===== src/rtl/pc_gen.sv =====
// pc_gen: fetch-stage program counter with valid/ready hold, trap/jump redirect
// and a circular return-address stack for call/return prediction.
module pc_gen #(
    parameter int              XLEN      = 32,
    parameter logic [XLEN-1:0] RESET_VEC = '0,
    parameter int              STEP      = 4,
    parameter int              RAS_DEPTH = 4
) (
    input  logic                           clk,
    input  logic                           rst,
    input  logic                           ready,
    output logic                           valid,
    output logic [XLEN-1:0]                cur,
    input  logic                           jmp,
    input  logic                           rel,
    input  logic [XLEN-1:0]                diff,
    input  logic [XLEN-1:0]                nxt,
    input  logic                           call,
    input  logic                           ret,
    input  logic                           trap,
    input  logic [XLEN-1:0]                tvec,
    output logic [$clog2(RAS_DEPTH+1)-1:0] ras_cnt,
    output logic                           ras_uflow
);
    localparam int              CW     = $clog2(RAS_DEPTH + 1);
    localparam int              PW     = RAS_DEPTH > 1 ? $clog2(RAS_DEPTH) : 1;
    localparam logic [XLEN-1:0] STEP_X = XLEN'(STEP);

    logic [XLEN-1:0] ras [RAS_DEPTH];
    logic [PW-1:0]   ptr, ptr_inc, ptr_dec, ptr_n;
    logic [CW-1:0]   cnt_n;
    logic [XLEN-1:0] link, jtgt, cur_n;
    logic            act, push, pop, swap, empty_ret;

    // ptr names the next free slot; the top entry lives at ptr_dec
    always_comb begin
        ptr_inc   = ptr == PW'(RAS_DEPTH - 1) ? '0 : ptr + 1'b1;
        ptr_dec   = ptr == '0 ? PW'(RAS_DEPTH - 1) : ptr - 1'b1;
        link      = cur + STEP_X;
        jtgt      = rel ? cur + diff : nxt;
        act       = valid && jmp && !trap;
        push      = act && call;
        pop       = act && ret && ras_cnt != '0;
        swap      = push && pop;
        empty_ret = act && ret && ras_cnt == '0;
        cur_n     = !valid ? cur :
                    trap   ? tvec :
                    pop    ? ras[ptr_dec] :
                    jmp    ? jtgt :
                    ready  ? link : cur;
        ptr_n     = swap ? ptr : push ? ptr_inc : pop ? ptr_dec : ptr;
        cnt_n     = swap ? ras_cnt :
                    push ? (ras_cnt == CW'(RAS_DEPTH) ? ras_cnt : ras_cnt + 1'b1) :
                    pop  ? ras_cnt - 1'b1 : ras_cnt;
    end

    always_ff @(posedge clk or negedge rst) begin
        if (!rst) begin
            valid     <= 1'b0;
            cur       <= RESET_VEC;
            ptr       <= '0;
            ras_cnt   <= '0;
            ras_uflow <= 1'b0;
        end else begin
            valid     <= 1'b1;
            cur       <= cur_n;
            ptr       <= ptr_n;
            ras_cnt   <= cnt_n;
            ras_uflow <= empty_ret;
        end
    end

    // a swap overwrites the entry it just popped; a full push lands on the oldest slot
    always_ff @(posedge clk) begin
        if (push)
            ras[swap ? ptr_dec : ptr] <= link;
    end
endmodule


===== config.mk =====
export PLATFORM = sky130hd
export DESIGN_NAME = pc_gen
export DESIGN_NICKNAME = d
export VERILOG_FILES = /design/src/rtl/pc_gen.sv
export SDC_FILE = /design/constraint.sdc
export NUM_CORES = 1
export LEC_CHECK = 0
export CORE_ASPECT_RATIO = 0.5
export CORE_MARGIN = 3
export CORE_UTILIZATION = 25
export CTS_BUF_LIST = sky130_fd_sc_hd__clkbuf_4
export CTS_CLUSTER_DIAMETER = 200
export CTS_CLUSTER_SIZE = 10
export DETAILED_ROUTE_END_ITERATION = 7
export DONT_BUFFER_PORTS = 1
export HOLD_SLACK_MARGIN = 0.06
export PLACE_DENSITY = 0.35
export SLEW_MARGIN = 20
export SYNTH_ARGS = -nofsm -noshare
export SYNTH_HDL_FRONTEND = slang
export SYNTH_SLANG_ARGS = --single-unit
export TNS_END_PERCENT = 50

===== constraint.sdc =====
create_clock -name clk -period 5.4 [get_ports clk]
set_input_delay 0.81 -clock clk [delete_from_list [all_inputs] [get_ports clk]]
set_output_delay 0.81 -clock clk [all_outputs]
set_load 0.01 [all_outputs]

Word level (Yosys, flattened, before mapping)
Memory sizes are Yosys's and may differ from the RTL's.
Index checks and enable logic that the tools add are counted.
{ "classes": {"muxes": 15, "addsub": 6, "n_reduce_logical": 16, "bitwise": 1, "eq_ne": 3} }
{ "op_table": {"columns": ["op", "n"], "rows": [
  ["32-bit 2-to-1 mux", 5],
  ["32-bit by 3-bit adder with 32-bit output, second input constant", 1],
  ["32-bit adder", 1],
  ["2-bit 2-to-1 mux", 5],
  ["3-bit 2-to-1 mux", 3],
  ["1-bit logical AND", 7],
  ["2-bit AND reduction", 2],
  ["4-bit nonzero test", 1],
  ["3-bit by 1-bit adder with 3-bit output, second input constant", 1],
  ["3-bit == test, second input constant", 1],
  ["3-bit logical NOT", 1],
  ["3-bit AND reduction", 1],
  ["3-bit nonzero test", 1],
  ["3-bit by 1-bit subtractor with 3-bit output, second input constant", 1],
  ["2-bit by 1-bit adder with 2-bit output, second input constant", 1],
  ["2-bit == test, second input constant", 1],
  ["2-bit logical NOT", 1],
  ["1-bit 2-to-1 mux", 2],
  ["2-bit inequality test, second input constant", 1],
  ["2-bit nonzero test", 1],
  ["2-bit by 1-bit subtractor with 2-bit output, second input constant", 1],
  ["1-bit logical NOT", 1],
  ["1-bit NOT", 1]
]} }
{ "totals": {"mem_bits_rw": 128, "inputBits": 104, "register_bits": 39, "word_cells": 47, "output_inout_bits": 37, "n_memories": 1} }
{ "mem_list": {"columns": ["name", "depth", "word_bits", "read_ports", "rd_clocked_by_memory_dff", "wr", "line", "rtl"], "rows": [
  ["ras", 4, 32, 1, 0, 1, "29", "logic [XLEN-1:0] ras [RAS_DEPTH];"]
]} }

Depth between registers and ports, before layout
{ "depth": {"depth_word": 7, "ltp_mapped": 12, "mapped_depth_nobuf": 11} }

Worst setup path after synthesis
OpenSTA, ideal clock, no wires.
{ "synth_path": {"kind": "input to register", "start": "input jmp", "end": "memory ras[3][0] (enable)", "setup_time_ps": 432, "cell_stages": 11, "arrival_ps": 4280, "slack_ps": 688, "path_cell_list": "clkbuf_1 > and3_1 > nand2_1 > or2_0 > clkinv_1 > clkbuf_1 > buf_2 > ha_1 > nor2b_1 > o21ai_0 > a21oi_1"} }
{ "synth_between": {"elab_chain_cells": 6} }
{ "synth_lines": {"columns": ["element", "line", "rtl"], "rows": [
  ["from (decl)", "14", "input logic jmp,"],
  ["1-bit logical AND * (2 in a row)", "41", "act = valid && jmp && !trap;"],
  ["1-bit logical AND (2 in a row)", "43", "pop = act && ret && ras_cnt != '0;"],
  ["1-bit logical AND", "44", "swap = push && pop;"],
  ["2-bit 2-to-1 mux", "76", "ras[swap ? ptr_dec : ptr] <= link;"],
  ["to (decl)", "29", null]
]} }
Mark *: on every way between the ends. The rest lies on a longest branch, timed or not.

Worst setup path in the final report
{ "layout_path": {"start": "register cur[0]", "end": "register cur[28]"} }
{ "layout_between": {"elab_chain_cells": 5} }
{ "layout_lines": {"columns": ["element", "line", "rtl"], "rows": [
  ["from (decl)", "13", "output logic [XLEN-1:0] cur,"],
  ["from (signal assigned)", "66", "cur <= cur_n;"],
  ["32-bit by 3-bit adder with 32-bit output or 32-bit adder (tied branches)", "39, 40", null],
  ["32-bit 2-to-1 mux (on tied branches)", "50, 40", null],
  ["32-bit 2-to-1 mux *", "49", "jmp ? jtgt :"],
  ["32-bit 2-to-1 mux *", "48", "pop ? ras[ptr_dec] :"],
  ["32-bit 2-to-1 mux *", "47", "trap ? tvec :"]
]} }
Mark *: on every way between the ends. The rest lies on a longest branch, timed or not. The select of a mux whose other input is x is not followed.
A chain may end at the register's enable or synchronous reset.

==> reports/metrics.csv <==
metric,value,unit
clk_lat worst skew,0.62,ns
largest net degree at the start of global routing,46,
post-DR vias/cell,5.231,
final hold viol count,0,
"worst slack, placed",1.561,ns
Mapped Avg Cell Area,11.55,um2
top-area cell type share of the netlist area,0.4024,
sequential share of the synthesized area,0.5045,
DP HPWL,24420,um
asr flop ratio synth,0.2335,
Residual DRC,0,
gpl congestion,0.7855,
Final nets,960,
sw frac,0.3993,
Slew Limit Fails,0,
setup TNS,0,ns
RSZ-0062 raised after global routing,false,
Vias,6900,
clk slew on worst S/H paths,0.17,ns
Post-synth EDFFs,128,
post-layout worst setup margin,1.818,ns
first-pass GRT wire length,50630,um
DRT iter0 DRCs,360,
"FF+latch count, synth",167,
CTS Hold Bufs,2,
post-synth top area cell,edfxtp_1,
Final setup violation count,0,
Crit Path Max Fanout,8,
Core Area,36790,um2
critical path class,flop to flop,
layout cells sized above 1,0.1227,
Peak VDD IR,0.0001481,V
H-tree Lvls,4,
CP Data Required Time,5.93,ns
dominant cells by area after synthesis,"edfxtp_1, dfrtp_1, mux4_2, ha_1, o21ai_0",
Yosys cell types,74,
Yosys warnings,0,
GRT Residual Overflow,0,
post-CTS resize count,0,
sequential power share,0.428,
Slew @ Worst Pin,1.101,ns
Post-CTS Setup Bufs,0,
Setup Skew,0.03345,ns
Hold Crit Class,primary input to flop,
Post-DRT Antenna Nets,0,
Main synth FF type,edfxtp_1,
worst r2r src,cur[0]$_DFFE_PN0P_,
Final period util,0.6634,
clock share of power,0.176,
critical path launch point,cur[0]$_DFFE_PN0P_,
first-pass detailed-route iteration total,5,
CTS Buf Count,17,
FMAX,0.2791,GHz
Pleak,3.546,nW
DR WL/cell,26.54,um
max_cap viols,0,
most frequent cell after synthesis,edfxtp_1,
area growth from synthesis to layout,9.051,%
synthesized instance count,827,
die width,282.4,um
status,"complete, no violations",
placed cells,1281,
clock sinks,167,
GRT Util Overall,0.1755,
Synthesized Nets,969,
TritonCTS clock tree,built,
Worst Min Path Start,ret,
Routed WL,35000,um
Die ar.,40740,um2
Pwr Density,381.6,nW/um2
Crit path arrival time,4.11,ns
Gate power share,0.395,
Starting Density,0.2597,
vias in the first global route,7082,
worst hold slack,0.3357,ns
Rel. slew slack,0.2631,
# port buffers,0,
Clk Tree Root Cell,clkbuf_4,
reported net switching power,1.587,mW
"Cell Area, Synth",9553,um2
fin cells,1319,
Boundary Pins,141,
Clock Tree Buf Depth,2,
initial antenna violation count,4,
Synth top cells by count,"edfxtp_1, nand2_1, o21ai_0",
Period minus WS final,3.582,ns
FP Rows,49,
Internal,2.388,mW
Setup crit start kind,flop,
Critical Path End Type,flop,
Chip Height,144.2,um
[power groups by stage]
stage                     Combinational [mW]  Clock, mW  Sequential, mW
after floorplan                         1.17          0            1.66
after global placement                  1.57          0            1.74
after detailed placement                1.57          0            1.74
after CTS                               1.59      0.740            1.71
after global routing                    1.73      0.794            1.72
final                                   1.57      0.700            1.70
[metrics by stage]
| stage | utilization | instance area, um2 | power, mW |
|---|---|---|---|
| final | 0.2832 | 10420 | 3.975 |
| after floorplan | - | 9553 | 2.833 |
| after detailed placement | 0.2752 | 10120 | 3.308 |
| after global routing | 0.2831 | 10420 | 4.245 |
| after global placement | 0.2752 | 10120 | 3.312 |
| after CTS | 0.2829 | 10410 | 4.041 |
[critical path: stages (launching register included)]
cell      delay, ns
dfrtp_1        0.53
ha_1           0.29
fa_1           0.41
a21oi_1        0.33
o211ai_1       0.22
a41oi_1        0.43
a31oi_1        0.24
or3_1          0.45
a41oi_1        0.26
xnor2_1        0.09
a31oi_1        0.18
o21ai_0        0.09
[final timing paths]
check / cells after the start / slack [ns] / endpoint
worst min register to register: 1 / 0.60 / ras_cnt[2]$_DFFE_PN0P_
worst min-delay path: 1 / 0.34 / ras_uflow$_DFF_PN0_
worst max register to register: 11 / 1.82 / cur[28]$_DFFE_PN0P_
max in group asynchronous: 2 / 4.40 / cur[12]$_DFFE_PN0P_
min in group asynchronous: 2 / 0.70 / cur[11]$_DFFE_PN0P_
worst max-delay path: 11 / 1.82 / cur[28]$_DFFE_PN0P_
[layout by cell type, fill, tap and decap left out, types with 5 or more instances in the layout]
cell type,instances
buf_4,13
o21a_1,7
mux2i_1,13
nor2_1,46
o211ai_1,9
nor3_1,17
or3_1,11
o21ai_0,64
o221ai_1,6
a21o_1,14
and3_1,11
clkbuf_4,17
ha_1,36
mux4_2,32
inv_1,16
o22ai_1,8
xnor2_1,33
a21oi_1,62
xor2_1,22
nor2b_1,5
a211oi_1,10
edfxtp_1,128
a31oi_1,11
a221o_1,6
nand2_1,72
a221oi_1,7
nand3_1,25
nand4_1,7
dfrtp_1,39
[layout make-up]
class	count	area, um2
Inverter	17	63.81
Tap cell	484	605.6
Fill cell	3793	26370
Sequential cell	167	4820
Multi-Input combinational cell	600	4536
Clock buffer	17	127.6
Clock inverter	15	120.1
Antenna cell	4	10.01
Timing Repair Buffer	15	135.1
[logic make-up after synthesis]
logic type      Yosys count  synth area share
mux                      49           0.09378
fa+ha+maj                38           0.05134
flops                   167            0.5045
simple gates            224            0.1160
other cells               1         0.0003926
xor+xnor                 56           0.05213
buf+inv                  60           0.02620
compound gates          232            0.1556
[sequential cells by signal (all words and copies together) (netlist names)]
name / flops
ras_cnt: 3
ras: 128
valid: 1
ptr: 2
ras_uflow: 1
cur: 32
[layer usage]
| layer | global-route usage | part of all wire | vias up |
|---|---|---|---|
| met5 | 0 | 0.00037 | - |
| met4 | 0.04534 | 0.017 | 2 |
| met3 | 0.04388 | 0.054 | 33 |
| met2 | 0.2980 | 0.49 | 156 |
| met1 | 0.2252 | 0.44 | 3536 |
| li1 | - | - | 3173 |
Note: power is estimated with default switching activity, not from simulation.
